[src/rtl/keypad_input_pkg.sv]
// Shared input-interface command codes plus keypad-local key map and FSM encodings.
package keypad_input_pkg;

  localparam int IC_N     = 5;
  localparam int NUM_KEYS = 20;

  localparam logic [IC_N-1:0] IC_NONE   = 5'd0;
  // Digit d is encoded as IC_DIGIT0 + d, so digit codes occupy 1..10.
  localparam logic [IC_N-1:0] IC_DIGIT0 = 5'd1;
  localparam logic [IC_N-1:0] IC_PLUS   = 5'd11;
  localparam logic [IC_N-1:0] IC_MINUS  = 5'd12;
  localparam logic [IC_N-1:0] IC_MUL    = 5'd13;
  localparam logic [IC_N-1:0] IC_DIV    = 5'd14;
  localparam logic [IC_N-1:0] IC_LPAR   = 5'd15;
  localparam logic [IC_N-1:0] IC_RPAR   = 5'd16;
  localparam logic [IC_N-1:0] IC_OK     = 5'd17;
  localparam logic [IC_N-1:0] IC_CLBK   = 5'd18;
  localparam logic [IC_N-1:0] IC_CLCL   = 5'd19;

  typedef enum logic [1:0] {
    KP_IDLE,
    KP_DEBOUNCE,
    KP_HELD,
    KP_RELEASE
  } kpState_e;

  function automatic logic [IC_N-1:0] keyToCmd(input logic [4:0] idx);
    case (idx)
      5'd10:   return IC_PLUS;
      5'd11:   return IC_MINUS;
      5'd12:   return IC_MUL;
      5'd13:   return IC_DIV;
      5'd14:   return IC_LPAR;
      5'd15:   return IC_RPAR;
      5'd16:   return IC_OK;
      5'd17:   return IC_CLBK;
      5'd18:   return IC_CLCL;
      default: return (idx < 5'd10) ? IC_DIGIT0 + idx : IC_NONE;
    endcase
  endfunction

  function automatic logic [4:0] firstSetIdx(input logic [NUM_KEYS-1:0] v);
    logic [4:0] r;
    r = '0;
    for (int i = NUM_KEYS - 1; i >= 0; i--) begin
      if (v[i]) r = 5'(i);
    end
    return r;
  endfunction

endpackage

[src/rtl/keypad_input_if.sv]
// Command handshake between the keypad front end and its controller.
interface keypad_input_if;
  import keypad_input_pkg::*;

  logic [IC_N-1:0] in_cmd;
  logic            in_ack;
  logic            ovf;

  modport master (output in_cmd, output ovf, input in_ack);
  modport slave  (input in_cmd, input ovf, output in_ack);
endinterface

[src/rtl/keypad_input_cmd_fifo2.sv]
// Two-entry command queue; the head register reads IC_NONE whenever the queue is empty.
module cmd_fifo2
  import keypad_input_pkg::*;
(
  input  logic            Clock,
  input  logic            Reset,
  input  logic            push_i,
  input  logic [IC_N-1:0] data_i,
  input  logic            pop_i,
  output logic [IC_N-1:0] head_o,
  output logic            full_o,
  output logic            empty_o
);

  logic [IC_N-1:0] head_q, tail_q;
  logic [1:0]      count_q;
  logic            doPop, doPush;

  assign empty_o = (count_q == 2'd0);
  assign full_o  = (count_q == 2'd2);
  assign doPop   = pop_i && !empty_o;
  assign doPush  = push_i && (!full_o || doPop);
  assign head_o  = head_q;

  // A push that lands on a pop slides into whichever slot the pop just freed.
  always_ff @(posedge Clock or negedge Reset) begin
    if (!Reset) begin
      head_q  <= IC_NONE;
      tail_q  <= IC_NONE;
      count_q <= 2'd0;
    end else begin
      case ({doPush, doPop})
        2'b10: begin
          if (empty_o) head_q <= data_i;
          else         tail_q <= data_i;
          count_q <= count_q + 2'd1;
        end
        2'b01: begin
          head_q  <= full_o ? tail_q : IC_NONE;
          tail_q  <= IC_NONE;
          count_q <= count_q - 2'd1;
        end
        2'b11: begin
          if (full_o) begin
            head_q <= tail_q;
            tail_q <= data_i;
          end else begin
            head_q <= data_i;
          end
        end
        default: ;
      endcase
    end
  end

endmodule

[src/rtl/keypad_input.sv]
// 5x4 matrix keypad scanner with per-pass debounce, key-to-command mapping and a 2-deep command queue.
module keypad_input
  import keypad_input_pkg::*;
#(
  parameter int SCAN_DIV = 16,
  parameter int DEB_N    = 4
) (
  input  logic           Clock,
  input  logic           Reset,
  output logic [4:0]     kp_row,
  input  logic [3:0]     kp_col,
  keypad_input_if.master cmdIf
);

  localparam int DW = (SCAN_DIV > 1) ? $clog2(SCAN_DIV) : 1;
  localparam int CW = $clog2(DEB_N + 1);

  logic [3:0]      colMeta_q, colSync_q;
  logic [DW-1:0]   div_q;
  logic [2:0]      row_q;
  logic [4:0]      kpRow_q;
  logic [15:0]     snapAcc_q;
  kpState_e        state_q;
  logic [CW-1:0]   cnt_q;
  logic [4:0]      keyIdx_q;
  logic            push_q;
  logic [IC_N-1:0] pushCode_q;
  logic            ovf_q;

  logic [3:0]          colPressed;
  logic                rowDone, passDone;
  logic [NUM_KEYS-1:0] snap, keyMask;
  logic                snapOne, snapNone;
  logic                fifoFull, fifoEmpty;
  logic [IC_N-1:0]     fifoHead;

  assign colPressed = ~colSync_q;
  assign rowDone    = (div_q == DW'(SCAN_DIV - 1));
  assign passDone   = rowDone && (row_q == 3'd4);
  // Row 4 is still being sampled on the pass edge, so it comes straight from the synchronizer; key 19 is masked off.
  assign snap       = {1'b0, colPressed[2:0], snapAcc_q};
  assign keyMask    = {{(NUM_KEYS-1){1'b0}}, 1'b1} << keyIdx_q;
  assign snapOne    = ($countones(snap) == 1);
  assign snapNone   = (snap == '0);

  always_ff @(posedge Clock or negedge Reset) begin
    if (!Reset) begin
      colMeta_q <= 4'hF;
      colSync_q <= 4'hF;
    end else begin
      colMeta_q <= kp_col;
      colSync_q <= colMeta_q;
    end
  end

  always_ff @(posedge Clock or negedge Reset) begin
    if (!Reset) begin
      div_q     <= '0;
      row_q     <= 3'd0;
      kpRow_q   <= 5'b11110;
      snapAcc_q <= '0;
    end else if (rowDone) begin
      div_q <= '0;
      if (row_q == 3'd4) begin
        row_q   <= 3'd0;
        kpRow_q <= 5'b11110;
      end else begin
        row_q     <= row_q + 3'd1;
        kpRow_q   <= {kpRow_q[3:0], 1'b1};
        snapAcc_q[{row_q[1:0], 2'b00} +: 4] <= colPressed;
      end
    end else begin
      div_q <= div_q + 1'b1;
    end
  end

  // The FSM only moves once per completed pass; cnt_q counts matching passes in DEBOUNCE and RELEASE.
  always_ff @(posedge Clock or negedge Reset) begin
    if (!Reset) begin
      state_q    <= KP_IDLE;
      cnt_q      <= '0;
      keyIdx_q   <= '0;
      push_q     <= 1'b0;
      pushCode_q <= IC_NONE;
    end else begin
      push_q <= 1'b0;
      if (passDone) begin
        case (state_q)
          KP_IDLE: begin
            if (snapOne) begin
              state_q  <= KP_DEBOUNCE;
              keyIdx_q <= firstSetIdx(snap);
              cnt_q    <= CW'(1);
            end
          end
          KP_DEBOUNCE: begin
            if (snap == keyMask) begin
              cnt_q <= cnt_q + 1'b1;
              if (cnt_q == CW'(DEB_N - 1)) begin
                push_q     <= 1'b1;
                pushCode_q <= keyToCmd(keyIdx_q);
                state_q    <= KP_HELD;
              end
            end else begin
              state_q <= KP_IDLE;
              cnt_q   <= '0;
            end
          end
          KP_HELD: begin
            if (snapNone) begin
              state_q <= KP_RELEASE;
              cnt_q   <= CW'(1);
            end
          end
          KP_RELEASE: begin
            if (!snapNone) begin
              state_q <= KP_HELD;
            end else if (cnt_q == CW'(DEB_N - 1)) begin
              state_q <= KP_IDLE;
              cnt_q   <= '0;
            end else begin
              cnt_q <= cnt_q + 1'b1;
            end
          end
          default: state_q <= KP_IDLE;
        endcase
      end
    end
  end

  cmd_fifo2 uFifo (
    .Clock   (Clock),
    .Reset   (Reset),
    .push_i  (push_q),
    .data_i  (pushCode_q),
    .pop_i   (cmdIf.in_ack),
    .head_o  (fifoHead),
    .full_o  (fifoFull),
    .empty_o (fifoEmpty)
  );

  always_ff @(posedge Clock or negedge Reset) begin
    if (!Reset) ovf_q <= 1'b0;
    else if (push_q && fifoFull && !(cmdIf.in_ack && !fifoEmpty)) ovf_q <= 1'b1;
  end

  assign kp_row       = kpRow_q;
  assign cmdIf.in_cmd = fifoHead;
  assign cmdIf.ovf    = ovf_q;

endmodule

[src/flat_wrapper.sv]
// flat-port wrapper written by rule: the top's interface ports become plain ports
module keypad_input_flat import keypad_input_pkg::*;
#(
  parameter int SCAN_DIV = 16,
  parameter int DEB_N    = 4
)
  (Clock, Reset, kp_row, kp_col, cmdIf_in_cmd, cmdIf_ovf, cmdIf_in_ack);
  keypad_input_if cmdIf_i ();
  input  logic Clock;
  input  logic Reset;
  output logic [4:0] kp_row;
  input  logic [3:0] kp_col;
  output wire logic [$bits(cmdIf_i.in_cmd)-1:0] cmdIf_in_cmd;
  output wire logic [$bits(cmdIf_i.ovf)-1:0] cmdIf_ovf;
  input wire logic [$bits(cmdIf_i.in_ack)-1:0] cmdIf_in_ack;
  assign cmdIf_in_cmd = cmdIf_i.in_cmd;
  assign cmdIf_ovf = cmdIf_i.ovf;
  assign cmdIf_i.in_ack = cmdIf_in_ack;
  keypad_input #(.SCAN_DIV(SCAN_DIV), .DEB_N(DEB_N)) u_core (.Clock(Clock), .Reset(Reset), .kp_row(kp_row), .kp_col(kp_col), .cmdIf(cmdIf_i));
endmodule
[config.mk]
export PLATFORM = sky130hd
export DESIGN_NAME = keypad_input_flat
export DESIGN_NICKNAME = d
export VERILOG_FILES = /design/src/rtl/keypad_input_pkg.sv /design/src/rtl/keypad_input_if.sv /design/src/rtl/keypad_input_cmd_fifo2.sv /design/src/rtl/keypad_input.sv /design/src/flat_wrapper.sv
export SDC_FILE = /design/constraint.sdc
export NUM_CORES = 1
export LEC_CHECK = 0
export CORE_MARGIN = 4
export CORE_UTILIZATION = 60
export DETAILED_ROUTE_END_ITERATION = 10
export GPL_ROUTABILITY_DRIVEN = 0
export PLACE_DENSITY = 0.79
export SLEW_MARGIN = 10
export SYNTH_ARGS = -nofsm -noshare
export SYNTH_HDL_FRONTEND = slang
export SYNTH_SLANG_ARGS = --single-unit
[constraint.sdc]
create_clock -name Clock -period 13.5 [get_ports Clock]
set_input_delay 4.05 -clock Clock [delete_from_list [all_inputs] [get_ports Clock]]
set_output_delay 4.05 -clock Clock [all_outputs]
set_load 0.02 [all_outputs]
Word level (Yosys, flattened, before mapping)
Cells that the tools add are included.
{"block": "word_totals", "reg_bits": 65, "wordCells": 146, "out_inout_bits": 11}
{"block": "op_classes", "bitwise_logic": 2, "n_eq_ne": 29, "addsub": 25, "shifts": 3, "n_lt_le_gt_ge": 1, "n_reduce_logical": 21, "muxes": 50}
{"cell": "$add A32 B32 Y32", "count": 8}
{"cell": "$mux W5", "count": 26}
{"cell": "$pmux W5 S9", "count": 1}
{"cell": "$add A32 B1 Y32", "count": 1}
{"cell": "$eq A32 B2 Y1 const B", "count": 1}
{"cell": "$eq A5 B4 Y1 const B", "count": 6}
{"cell": "$pmux W5 S3", "count": 2}
{"cell": "$eq A19 B20 Y1", "count": 1}
{"cell": "$logic_not A20 Y1", "count": 1}
{"cell": "$shl A1 B5 Y20 const A", "count": 1}
{"cell": "$add A1 B1 Y2", "count": 9}
{"cell": "$mux W3", "count": 6}
{"cell": "$bwmux W16", "count": 1}
{"cell": "$shift A4 B6 Y16 const A", "count": 1}
{"cell": "$shiftx A4 B6 Y16", "count": 1}
{"cell": "$eq A5 B5 Y1 const B", "count": 3}
{"cell": "$mux W2", "count": 6}
{"cell": "$pmux W3 S4", "count": 1}
{"cell": "$eq A2 B2 Y1 const B", "count": 5}
{"cell": "$ne A2 B1 Y1 const B", "count": 5}
{"cell": "$pmux W2 S4", "count": 1}
{"cell": "$reduce_and A4 Y1", "count": 2}
{"cell": "$add A3 B1 Y3 const B", "count": 2}
{"cell": "$ne A3 B3 Y1 const B", "count": 2}
{"cell": "other kinds (25)", "count": 38}

Depth between registers and ports, before layout
{"block": "depth", "word_depth": 20, "depth_mapped": 18, "depth_no_buf": 17}

Cells and area by module
From an unflattened synthesis, not the netlist that was laid out.
{"block": "hier_totals", "cells_unflattened": 447, "hier_area_um2": 4401.7}
{"mod": "keypad_input", "area_each_um2": 3636.0, "seq_area_each_um2": 1341.3, "instances": 1, "cells_per_inst": 376}
{"mod": "cmd_fifo2", "area_each_um2": 765.7, "seq_area_each_um2": 300.3, "instances": 1, "cells_per_inst": 71}

Worst setup path before layout
No wires, ideal clock.
{"block": "synth_path", "path_type": "input to register", "startpoint": "input cmdIf_in_ack", "endpoint": "register u_core.uFifo.tail_q[0]", "setup_ps": 121, "cell_stages": 5, "path_buffers": 1, "arrival_time_ps": 4944, "required_time_ps": 13379, "path_slack_ps": 8435, "path_cell_list": "clkbuf_1 -> nand2_1 -> nand2_1 -> o21ai_0 -> a22o_1"}
{"block": "synth_between", "elab_chain_cells": 6, "elab_cells_between_ends": 11}
{"item": "start: declaration", "line": "flat_wrapper.sv:15", "text": "input wire logic [$bits(cmdIf_i.in_ack)-1:0] cmdIf_in_ack;"}
{"item": "$logic_and A1 B1 Y1 (*)", "line": "keypad_input_cmd_fifo2.sv:21", "text": "assign doPop = pop_i && !empty_o;"}
{"item": "$logic_or A1 B1 Y1", "line": "keypad_input_cmd_fifo2.sv:22", "text": "assign doPush = push_i && (!full_o || doPop);"}
{"item": "$logic_and A1 B1 Y1", "line": "keypad_input_cmd_fifo2.sv:22"}
{"item": "$eq A2 B2 Y1 or $eq A2 B1 Y1 (tied branches)", "line": "keypad_input_cmd_fifo2.sv:32", "text": "case ({doPush, doPop})"}
{"item": "$ne A2 B2 Y1 (no source line) (tied with other cells)"}
{"item": "$reduce_and A3 Y1 (no source line)"}
{"item": "end signal: assignment", "line": "keypad_input_cmd_fifo2.sv:35", "text": "else tail_q <= data_i;"}
{"item": "end signal: assignment", "line": "keypad_input_cmd_fifo2.sv:46", "text": "tail_q <= data_i;"}
{"item": "end: declaration", "line": "keypad_input_cmd_fifo2.sv:15", "text": "logic [IC_N-1:0] head_q, tail_q;"}
Mark *: on every way between the ends. The rest lies on a longest branch, timed or not.
A chain may end at the register's enable or synchronous reset.

Worst setup path in the final report
{"block": "layout_path", "startpoint": "register u_core.kpRow_q[3], in the netlist u_core.kp_row[3]", "endpoint": "output kp_row[3]"}
{"item": "start: declaration", "line": "keypad_input.sv:21", "text": "logic [4:0] kpRow_q;"}
{"item": "start signal: assignment", "line": "keypad_input.sv:69", "text": "kpRow_q <= {kpRow_q[3:0], 1'b1};"}
{"item": "end: declaration", "line": "flat_wrapper.sv:11", "text": "output logic [4:0] kp_row;"}
No word-level cell between the ends.

==> qor.txt <==
routed vias/inst -> 6.20
Cell Chain, Critical Path -> clkdlybuf4s50_1
vias in the first global route -> 3613
pin count of the biggest net entering global routing -> 66
largest area contributor in the netlist -> dfrtp_1
worst vdd ir -> 78.9 µV
PwrDens -> 92.3 mW/mm²
synth cell count leaders -> inv_1, dfrtp_1, nand2_1, ha_1, o21ai_0
Worst Path Max Fanout -> 3
top cells by area, synth -> dfrtp_1, ha_1, dfstp_2
outcome -> finished clean
Hold Path Class -> register to register
Tcrit/Tclk final -> 41.1%
reg-to-reg slack, setup -> 8280 ps
Slew @ Worst Pin -> 865 ps
Lkg Pwr -> 2.27 nW
Avg Cell Area, Syn -> 9.44 µm²
antenna cells -> 0
Final Skew -> 9.80 ps
gr usage total -> 23.6%
crit path DAT -> 1490 ps
Reg clk slew, reported paths -> 80 ps
nets -> 562
row count -> 31
Buf/Inv on CP -> 1
CTS root buf -> clkbuf_8
final setup violation count -> 0
TNS Setup -> 0 ps
synth warn -> 0
DRT Pass-1 Iters -> 5
Antenna Nets Post-Route -> 0
cell at the slowest stage of the critical path -> clkdlybuf4s50_1
Main synth FF type -> dfrtp_1
postcts setup bufs -> 0
Final Hold Fails -> 0
crit-path max cell delay -> 610 ps
number of synthesized flops with an enable pin -> 0
post-CTS resize count -> 0
crit path launch type -> register
most frequent cell after synthesis -> inv_1
first-pass GRT wire length -> 17.1 mm
metal3 WL -> 611 µm
highest routing layer actually used -> met4
Max Slew Vio Count -> 0
post-synthesis async set-or-reset flop share -> 100%
Max Freq -> 180 MHz
top-area cell type share of the netlist area -> 28.5%
core area -> 0.00741 mm²
Clock H-tree levels -> 3
antenna violations before repair -> 0
Congestion Overflow GR -> 0
WL/cell -> 16.4 µm
Initial Util -> 62.8%
die height -> 96.1 µm
crit path kind -> register to output port
placed inst area -> 0.00485 mm²
share of cells above drive strength 1 -> 9.29%
TritonCTS Sinks -> 65
Tmin final -> 5540 ps
gate count after technology mapping -> 493
M1 WL -> 4.52 mm
sequential share of the synthesized area -> 35.3%
Worst Path Required -> 9450 ps
DRC viols -> 0
clock buffer depth -> 2
Final Instance Area -> 0.00506 mm²
area grow syn2layout -> 8.79%
endpoint class of the critical path -> output port
register bit total from synthesis -> 65
RSZ-0062 raised after global routing -> no
Net Count, Synth -> 553
delay-heaviest family, CP -> buffers and inverters
total CTS buffers -> 9
Rel. slew slack -> 42.3%
Syn Std Cell Area -> 0.00465 mm²
Routed WL -> 9.94 mm
IO Count -> 18
count of cell types in the netlist -> 75
Max-cap violations -> 0
hold_buf cts -> 0
final HPWL from detailed placement -> 7.21 mm
PortBufs -> 17
TritonCTS clock tree -> built
vias -> 3751
worst skew pair latency -> 340 ps
DRT iter0 DRCs -> 289
met2 WL post-DR -> 4.52 mm
Die Width -> 96.1 µm
Die ar. -> 0.00923 mm²
==> layout by cell type, fill, tap and decap left out, types with 3 or more instances in the layout <==
cell | Yosys | final
mux2_4 | 5 | 5
clkdlybuf4s50_1 | 0 | 16
o22ai_1 | 4 | 4
nor3b_1 | 3 | 3
a211oi_1 | 3 | 3
a22oi_1 | 7 | 7
o31ai_1 | 17 | 17
dfrtp_1 | 53 | 53
nor4_1 | 6 | 6
or3_1 | 4 | 4
nand3_1 | 12 | 12
and3_1 | 4 | 4
o21ai_0 | 33 | 33
nand3b_1 | 4 | 4
nor2_1 | 24 | 24
a31oi_1 | 5 | 5
dfstp_2 | 12 | 12
inv_1 | 60 | 60
nor2b_1 | 3 | 3
nand4_1 | 7 | 7
fa_1 | 14 | 14
a21oi_1 | 11 | 11
clkbuf_8 | 0 | 9
ha_1 | 39 | 39
a311oi_1 | 4 | 4
o211ai_1 | 6 | 6
a22o_1 | 5 | 5
nand2_1 | 53 | 53
nand2b_1 | 6 | 6
mux2i_1 | 7 | 7
o311ai_0 | 3 | 3
o22a_1 | 4 | 4
nor3_1 | 5 | 5
==> metrics by stage <==
stage	std cells	hold slack, ps	util, %	setup WS (ps)	power (W)
2_1_floorplan	493	345	-	8440	0.000266
3_3_place_gp	590	346	65.4	7910	0.000286
3_5_place_dp	590	348	65.4	7840	0.000293
4_1_cts	605	355	68.3	7940	0.000474
5_1_grt	605	355	68.3	7900	0.000499
6_report	605	353	68.3	7960	0.000467
==> cell type report <==
cell class,count,area [µm²]
multi-input cells,346,2670
fillers,574,2340
flip-flops and latches,65,1640
inverters,61,229
repair buffers,19,180
clock buffers,9,124
well taps,99,124
clock inverters,6,91.3
==> registers in the layout, indices dropped and copies added (netlist names) <==
register and count:
u_core.push_q 1, u_core.uFifo.head_o 5, u_core.colMeta_q 4, u_core.uFifo.tail_q 5, u_core.pushCode_q 5, u_core.keyIdx_q 5, u_core.snapAcc_q 16, u_core.uFifo.count_q 2
u_core.div_q 4, u_core.cmdIf.ovf 1, u_core.kp_row 5, u_core.state_q 2, u_core.cnt_q 3, u_core.row_q 3, u_core.colSync_q 4
==> cells by family after synthesis <==
| group | synth area share [%] |
|---|---|
| AO/OA/AOI/OAI | 19.0 |
| XOR/XNOR | 0.565 |
| adder cells (fa/ha/maj) | 16.5 |
| buffers and inverters | 7.29 |
| flip-flops | 35.3 |
| multiplexers | 3.36 |
| AND/OR/NAND/NOR | 18.0 |
==> power by group <==
group	total (W)	switching (W)	internal, W
Combinational	0.0000814	0.0000466	0.0000348
Sequential	0.000206	0.00000713	0.000199
Clock	0.000180	0.0000757	0.000104
Total	0.000467	0.000130	0.000338
==> path summary, 6_finish.rpt <==
| kind | start | endpoint | depth (start not counted) |
|---|---|---|---|
| hold / removal | u_core.colMeta_q[1] | u_core.colSync_q[1] | 0 |
| min in group asynchronous | Reset | u_core.keyIdx_q[0] | 2 |
| max in group asynchronous | Reset | u_core.snapAcc_q[4] | 2 |
| setup / recovery | u_core.kp_row[3] | kp_row[3] | 1 |
| hold reg to reg | u_core.colMeta_q[1] | u_core.colSync_q[1] | 0 |
| setup reg to reg | u_core.snapAcc_q[7] | u_core.cnt_q[0] | 15 |
==> per-layer routing <==
metal  GRT usage [%]  up-vias
li1                -     1786
met1            32.4     1812
met2            36.3      127
met3            5.08       26
met4            9.48        0
met5               0        -
No activity file was read; power rests on OpenSTA's default activity.
